--- config.mk ---
export PLATFORM = sky130hd
export DESIGN_NAME = ysyx_22040228_clint
export DESIGN_NICKNAME = d
export VERILOG_FILES = /design/src/rtl/ysyx_22040228_clint.sv
export SDC_FILE = /design/constraint.sdc
export NUM_CORES = 1
export LEC_CHECK = 0
export BUFFER_PORTS_ARGS = -buffer_cell sky130_fd_sc_hd__buf_2
export CORE_UTILIZATION = 40
export CTS_CLUSTER_DIAMETER = 150
export DETAILED_ROUTE_END_ITERATION = 16
export SYNTH_ARGS = -nofsm -noshare
export SYNTH_HDL_FRONTEND = slang
export SYNTH_SLANG_ARGS = --single-unit
--- constraint.sdc ---
create_clock -name clk -period 6.1 [get_ports clk]
set_input_delay 0.915 -clock clk [delete_from_list [all_inputs] [get_ports clk]]
set_output_delay 0.915 -clock clk [all_outputs]
set_load 0.01 [all_outputs]
--- src/rtl/ysyx_22040228_clint.sv ---
// Core-local interruptor: mtime / mtimecmp / msip behind a single-outstanding
// request/response port, driving the machine timer and software interrupt levels.
module ysyx_22040228_clint #(
    parameter logic [63:0] BASE_ADDR = 64'h0000_0000_0200_0000,
    parameter int unsigned MTIME_DIV = 1
) (
    input  logic        clk,
    input  logic        rst,
    input  logic        req_valid,
    output logic        req_ready,
    input  logic        req_wr,
    input  logic [63:0] req_addr,
    input  logic [63:0] req_wdata,
    input  logic [7:0]  req_wstrb,
    output logic        rsp_valid,
    input  logic        rsp_ready,
    output logic [63:0] rsp_rdata,
    output logic        rsp_err,
    output logic        tmr_intr_ena,
    output logic        sw_intr_ena
);

    localparam logic [15:0] OFF_MSIP     = 16'h0000;
    localparam logic [15:0] OFF_MTIMECMP = 16'h4000;
    localparam logic [15:0] OFF_MTIME    = 16'hBFF8;
    localparam logic [15:0] DIV_LAST     = 16'(MTIME_DIV - 1);

    typedef enum logic {
        IDLE,
        RESP
    } state_t;

    state_t      state_reg, state_next;
    logic [63:0] mtime_reg;
    logic [63:0] mtimecmp_reg;
    logic        msip_reg;
    logic [15:0] presc_reg;
    logic        tmr_reg;
    logic        sw_reg;
    logic [63:0] rdata_reg, rdata_next;
    logic        err_reg;

    logic [63:0] wmask;
    logic        in_window;
    logic        sel_msip, sel_cmp, sel_mtime, addr_ok;
    logic        accept, do_write, wr_mtime, tick;

    genvar gi;
    generate
        for (gi = 0; gi < 8; gi++) begin : g_wmask
            assign wmask[gi*8 +: 8] = {8{req_wstrb[gi]}};
        end
    endgenerate

    // Register offsets are 8-byte aligned, so a misaligned address simply
    // fails to match any of them and falls into the error path.
    assign in_window = (req_addr[63:16] == BASE_ADDR[63:16]);
    assign sel_msip  = in_window && (req_addr[15:0] == OFF_MSIP);
    assign sel_cmp   = in_window && (req_addr[15:0] == OFF_MTIMECMP);
    assign sel_mtime = in_window && (req_addr[15:0] == OFF_MTIME);
    assign addr_ok   = sel_msip | sel_cmp | sel_mtime;

    assign req_ready = (state_reg == IDLE);
    assign rsp_valid = (state_reg == RESP);
    assign accept    = req_valid & req_ready;
    assign do_write  = accept & req_wr & addr_ok;
    assign wr_mtime  = do_write & sel_mtime & (|req_wstrb);
    assign tick      = (presc_reg == DIV_LAST);

    always_comb begin
        state_next = state_reg;
        case (state_reg)
            IDLE:    if (accept) state_next = RESP;
            RESP:    if (rsp_ready) state_next = IDLE;
            default: state_next = IDLE;
        endcase
    end

    always_comb begin
        rdata_next = 64'd0;
        if (!req_wr) begin
            if (sel_msip)  rdata_next = {63'd0, msip_reg};
            if (sel_cmp)   rdata_next = mtimecmp_reg;
            if (sel_mtime) rdata_next = mtime_reg;
        end
    end

    always_ff @(posedge clk) begin
        if (rst) begin
            state_reg <= IDLE;
            rdata_reg <= 64'd0;
            err_reg   <= 1'b0;
        end else begin
            state_reg <= state_next;
            if (accept) begin
                rdata_reg <= rdata_next;
                err_reg   <= ~addr_ok;
            end
        end
    end

    // A software write to mtime overrides a coincident tick and restarts the period.
    always_ff @(posedge clk) begin
        if (rst) begin
            mtime_reg <= 64'd0;
            presc_reg <= 16'd0;
        end else if (wr_mtime) begin
            mtime_reg <= (mtime_reg & ~wmask) | (req_wdata & wmask);
            presc_reg <= 16'd0;
        end else if (tick) begin
            mtime_reg <= mtime_reg + 64'd1;
            presc_reg <= 16'd0;
        end else begin
            presc_reg <= presc_reg + 16'd1;
        end
    end

    always_ff @(posedge clk) begin
        if (rst) begin
            mtimecmp_reg <= 64'hFFFF_FFFF_FFFF_FFFF;
            msip_reg     <= 1'b0;
            tmr_reg      <= 1'b0;
            sw_reg       <= 1'b0;
        end else begin
            if (do_write && sel_cmp)
                mtimecmp_reg <= (mtimecmp_reg & ~wmask) | (req_wdata & wmask);
            if (do_write && sel_msip && req_wstrb[0])
                msip_reg <= req_wdata[0];
            tmr_reg <= (mtime_reg >= mtimecmp_reg);
            sw_reg  <= msip_reg;
        end
    end

    assign rsp_rdata    = rdata_reg;
    assign rsp_err      = err_reg;
    assign tmr_intr_ena = tmr_reg;
    assign sw_intr_ena  = sw_reg;

endmodule

# Word-level counts from Yosys, hierarchy flattened

Index checks and enable logic that the tools add are counted.

Bits in read-only memories: 0
Memory bits (writable): 0
Output and inout port bits: 69
Bits in latches: 0
Memories: 0
Logic and storage cells: 50
Register bits after elaboration: 213

Shift operators: 0
Magnitude comparators: 1
$mul: 0
Reduce and logical (&&, ||, !) cells: 11
Add/subtract/negate cells: 2
Div/mod/pow operators: 0
Bitwise gates (word level): 15
Multiplexer cells: 9
Equal/unequal tests: 3

Operators with widths:

| operator                                                           | number |
|---|---|
| 64-bit 2-to-1 mux                                                  | 5 |
| 64-bit AND                                                         | 3 |
| 64-bit OR                                                          | 2 |
| 64-bit by 1-bit adder with 64-bit output (second input constant)   | 1 |
| 64-bit >= comparator                                               | 1 |
| 64-bit inverter                                                    | 1 |
| 48-bit by 10-bit == test with 1-bit output (second input constant) | 1 |
| 16-bit logical NOT                                                 | 2 |
| 16-bit by 1-bit adder with 16-bit output (second input constant)   | 1 |
| 16-bit by 15-bit == test with 1-bit output (second input constant) | 1 |
| 16-bit == test (second input constant)                             | 1 |
| 8-bit OR reduction                                                 | 1 |
| 1-bit logical AND                                                  | 6 |
| 1-bit AND                                                          | 5 |
| 1-bit 2-to-1 mux                                                   | 3 |
| 3-bit OR reduction                                                 | 1 |
| 1-bit inverter                                                     | 2 |
| 1-bit OR                                                           | 2 |
| 1-bit one-hot mux with 2 select lines                              | 1 |
| 2-bit nonzero test                                                 | 1 |

# Logic depth before layout (Yosys ltp)

Depth after elaboration: 8
Gate-level depth with buffers: 10
Depth with buffers taken out: 8

# Worst setup path before layout

Ideal clock, no wire load.

Kind: input to register
Start point: in req_addr[31]
End point: reg rdata_reg[62] (netlist: rsp_rdata[62])
Setup slack: 3.062 ns
Stages on the path: 9
Arrival: 2.967 ns
Data required time: 6.029 ns
Setup time: 0.071 ns
Cells stage by stage: nor4_1 > nand4_1 > or4_1 > buf_6 > buf_8 > nor3_4 > buf_6 > o221ai_2 > a21oi_2

Word-level cells in the longest chain between the ends: 5
Elaborated cells on any way between the ends: 6

Ends and longest elaborated chain:

| element                                      | RTL line | RTL |
|---|---|---|
| from (decl)                                  | 12       | `input logic [63:0] req_addr,` |
| 48-bit by 10-bit == test with 1-bit output * | 57       | `assign in_window = (req_addr[63:16] == BASE_ADDR[63:16]);` |
| 1-bit logical AND                            | 59       | `assign sel_cmp = in_window && (req_addr[15:0] == OFF_MTIMECMP);` |
| 64-bit 2-to-1 mux                            | 83       | `if (sel_cmp) rdata_next = mtimecmp_reg;` |
| 64-bit 2-to-1 mux *                          | 84       | `if (sel_mtime) rdata_next = mtime_reg;` |
| 64-bit 2-to-1 mux *                          | 81       | `if (!req_wr) begin` |
| to (signal assigned)                         | 96       | `rdata_reg <= rdata_next;` |
| to (decl)                                    | 40       | `logic [63:0] rdata_reg, rdata_next;` |

Mark *: on every way between the ends. The rest lies on a longest branch, timed or not.
A chain may end at the register's enable or synchronous reset.

==> flow_summary.rst <==
.. list-table::
   :header-rows: 1

   * - Metric
     - Value
   * - Status
     - finished, final reports clean
   * - Register bit count reported by yosys
     - 213
   * - Endpoint class of the critical path
     - register
   * - Reg-to-Reg Start
     - rsp_valid$_SDFF_PP0_
   * - Final Hold Slack
     - 0.454 ns
   * - Class of the most critical setup path
     - in2reg
   * - Maximum cell stage delay along the critical path
     - 1.13 ns
   * - Arrival time of data at the critical path endpoint
     - 4.30 ns
   * - Floorplan die area
     - 34100 um^2
   * - Antenna violations before repair
     - 4
   * - Gates resized, CTS repair
     - 0
   * - Cell variety after synth
     - 82
   * - Most common cell after layout, fill and taps aside
     - sky130_fd_sc_hd__dfxtp_1
   * - FP Rows
     - 66
   * - I/O pin count
     - 210
   * - Maximum number of pins on one net before global-route repair
     - 149
   * - Worst setup slack for register-to-register paths
     - 2.65 ns
   * - Layout cell share with drive strength beyond 1
     - 0.238
   * - Worst Reg-to-Reg Cells
     - 7
   * - Worst-Skew Late Latency
     - 0.54 ns
   * - Starting utilization of the core area
     - 0.408
   * - Std-Cell Core Area
     - 32700 um^2
   * - Global-route wire length before repair
     - 69.8 mm
   * - Hold Path Stages
     - 2
   * - Starting DRC count in detailed routing
     - 1037
   * - DR vias/cell
     - 6.05
   * - Number of clock buffers inserted by TritonCTS
     - 25
   * - Final number of max-transition violations
     - 0
   * - Cell at the slowest stage of the critical path
     - sky130_fd_sc_hd__nor4_2
   * - Number of warning messages in the yosys log
     - 0
   * - Max Cap Violations
     - 0
   * - Die X
     - 185 um
   * - Slew at the pin with the worst max-slew slack
     - 1.26 ns
   * - Seq. cell area
     - 4260 um^2
   * - Share of synthesized area occupied by flip-flops and latches
     - 0.319
   * - Top cell type by total area after synthesis
     - sky130_fd_sc_hd__dfxtp_1
   * - Final Core Density
     - 0.470
   * - Number of H-tree levels
     - 1
   * - Number of hold violations in the final report
     - 0
   * - Routed length per instance
     - 20.3 um
   * - Filler cell count in the final layout
     - 3243
   * - Number of nets with antenna violations after routing
     - 0
   * - Final worst-path cycle share
     - 0.631
   * - Number of endpoints failing setup at the final stage
     - 0
   * - EDFF count, synth
     - 0
   * - Startpoint types
     - primary input
   * - Number of global-route vias before repair
     - 12600
   * - Count of hold buffers inserted by post-cts repair
     - 0
   * - Relative slew slack
     - 0.155
   * - Buffers plus inverters on the worst setup path
     - 2
   * - Tmin final
     - 3.85 ns
   * - Min-delay worst type
     - reg2reg
   * - Avg Cell Area, Syn
     - 8.42 um^2
   * - Worst clock skew
     - 0.00996 ns
   * - Largest fanout on the critical path
     - 57
   * - Clock Tree Root
     - sky130_fd_sc_hd__clkbuf_16
   * - Height of the chip
     - 185 um
   * - Area taken by multi-input logic gates
     - 8140 um^2
   * - Number of iterations in the first detailed-routing pass
     - 5
   * - Number of nets in the synthesized netlist
     - 1795
   * - Critical path data required time
     - 6.55 ns
   * - DRC violation count after routing
     - 0
   * - Most frequent cells in the layout
     - sky130_fd_sc_hd__dfxtp_1 (213), sky130_fd_sc_hd__buf_2 (208), sky130_fd_sc_hd__nand2_1 (172), sky130_fd_sc_hd__a21oi_1 (99), sky130_fd_sc_hd__inv_1 (97)
   * - Cell count after synthesis
     - 1587
   * - Max clock buf depth
     - 3
   * - Total negative slack for setup checks
     - 0 ns
   * - Grt total ovfl
     - 0
   * - Sum of routed wire length over all layers
     - 44.2 mm
   * - Cell leakage power
     - 6.06 nW
   * - Ranking of synthesized cells by area
     - sky130_fd_sc_hd__dfxtp_1 (32%), sky130_fd_sc_hd__o221ai_2 (6.7%), sky130_fd_sc_hd__ha_1 (6.3%), sky130_fd_sc_hd__nand2_1 (4.9%), sky130_fd_sc_hd__o211ai_1 (4.3%)
   * - RSZ-0062 raised after global routing
     - no
   * - Total power divided by cell area
     - 197 nW/um^2
   * - F_max
     - 0.260 GHz
   * - Sink of the worst hold path
     - rsp_rdata[19]$_SDFFE_PP0P_
   * - Clock tree from TritonCTS
     - built
   * - Clock transition time at the flip-flop clock pins of the worst setup and hold paths
     - 0.06 ns
   * - Share of Yosys cell area claimed by the top area cell type
     - 0.319
   * - Fraction of registers with async set/reset
     - 0
   * - P&R area growth vs syn
     - 15.0%
   * - Number of clock sinks
     - 213
   * - Detailed placement HPWL
     - 30.3 mm
   * - Vias after detailed routing
     - 13200
   * - Min-Delay Startpoint
     - rsp_rdata[19]$_SDFFE_PP0P_
   * - Family with the most delay on the worst path
     - simple AND/OR/NAND/NOR gates
   * - Final net count
     - 1927
   * - Worst supply voltage drop on vdd
     - 180 uV
   * - Final Wtd Congestion
     - 0.905
   * - Ordered cell list for the critical path
     - buf_2, nor4_1, nand4_1, or4_2, buf_4, nor4_2, nand2_1, o211ai_1
   * - Setup Fix Bufs, Post-CTS
     - 0
   * - Mapped cell area
     - 13400 um^2
   * - Count of input and output buffers
     - 209
   * - Most used DFF post-synth
     - sky130_fd_sc_hd__dfxtp_1
   * - Overall routing resource usage
     - 0.259
[tightest hold or removal path: stages (launching register included)]
cell and delay [ns]:
sky130_fd_sc_hd__dfxtp_1 0.30, sky130_fd_sc_hd__nand2_1 0.06, sky130_fd_sc_hd__a21oi_2 0.04
[where the power goes]
group	total, mW	leakage, nW	internal, mW	switching (mW)
combinational	0.166	3.96	0.0520	0.114
clock	1.47	0.376	0.847	0.621
sequential	1.40	1.72	1.39	0.00363
[cell usage after synthesis (51+ instances only)]
cell type	instances
sky130_fd_sc_hd__ha_1	67
sky130_fd_sc_hd__nand2_1	173
sky130_fd_sc_hd__a21oi_1	99
sky130_fd_sc_hd__nor2_1	51
sky130_fd_sc_hd__a21oi_2	60
sky130_fd_sc_hd__dfxtp_1	213
sky130_fd_sc_hd__nor3_1	51
sky130_fd_sc_hd__o221ai_2	60
sky130_fd_sc_hd__nand3_1	61
sky130_fd_sc_hd__and3_1	71
sky130_fd_sc_hd__o211ai_1	76
sky130_fd_sc_hd__clkbuf_1	76
sky130_fd_sc_hd__inv_1	98
[stage by stage]
stage / std cells / power, mW / setup slack [ns] / cell area [um^2]
3_5_place_dp: 2134 / 1.59 / 1.69 / 14600
5_1_grt: 2180 / 3.13 / 2.03 / 15400
3_3_place_gp: 2134 / 1.59 / 1.81 / 14600
4_1_cts: 2178 / 3.06 / 2.29 / 15400
2_1_floorplan: 1587 / 1.50 / 3.06 / 13400
6_report: 2180 / 3.03 / 2.25 / 15400
[worst max-delay path by stage]
stage            startpoint                          to  slack, ns  depth (start not counted)
3_3_place_gp   req_addr[31]                    register       1.81                          8
3_5_place_dp   req_addr[31]                    register       1.69                          8
4_1_cts        req_addr[31]                    register       2.29                          8
6_report       req_addr[31]                    register       2.25                          8
5_1_grt        req_addr[61]                    register       2.03                          8
2_1_floorplan  req_addr[31]  rsp_rdata[62]$_SDFFE_PP0P_       3.06                          9
[per-layer routing]
layer | part of all wire | GRT usage
met1 | 0.45 | 0.352
met2 | 0.45 | 0.422
met3 | 0.073 | 0.0399
met4 | 0.023 | 0.0698
met5 | 0.00023 | 0
[cell type report]
type / instances / share of cell area
repair buffers: 233 / 0.0816
diodes: 2 / 0.000326
flip-flops and latches: 213 / 0.278
clock buffers: 40 / 0.0470
multi-input cells: 1147 / 0.530
inverters: 99 / 0.0243
clock inverters: 4 / 0.00318
well taps: 442 / 0.0360
[kinds of logic (layout without fill, tap and decap cells)]
logic type / after synthesis / in the layout / share of synthesized area
AO/OA/AOI/OAI: 495 / 495 / 0.302
XOR/XNOR: 23 / 23 / 0.0151
adder cells (fa/ha/maj): 67 / 67 / 0.0628
buffers and inverters: 227 / 376 / 0.0734
flip-flops: 213 / 213 / 0.319
multiplexers: 4 / 4 / 0.00300
other: 0 / 2 / 0
AND/OR/NAND/NOR: 558 / 558 / 0.224
Note: power is estimated with default switching activity, not from simulation.
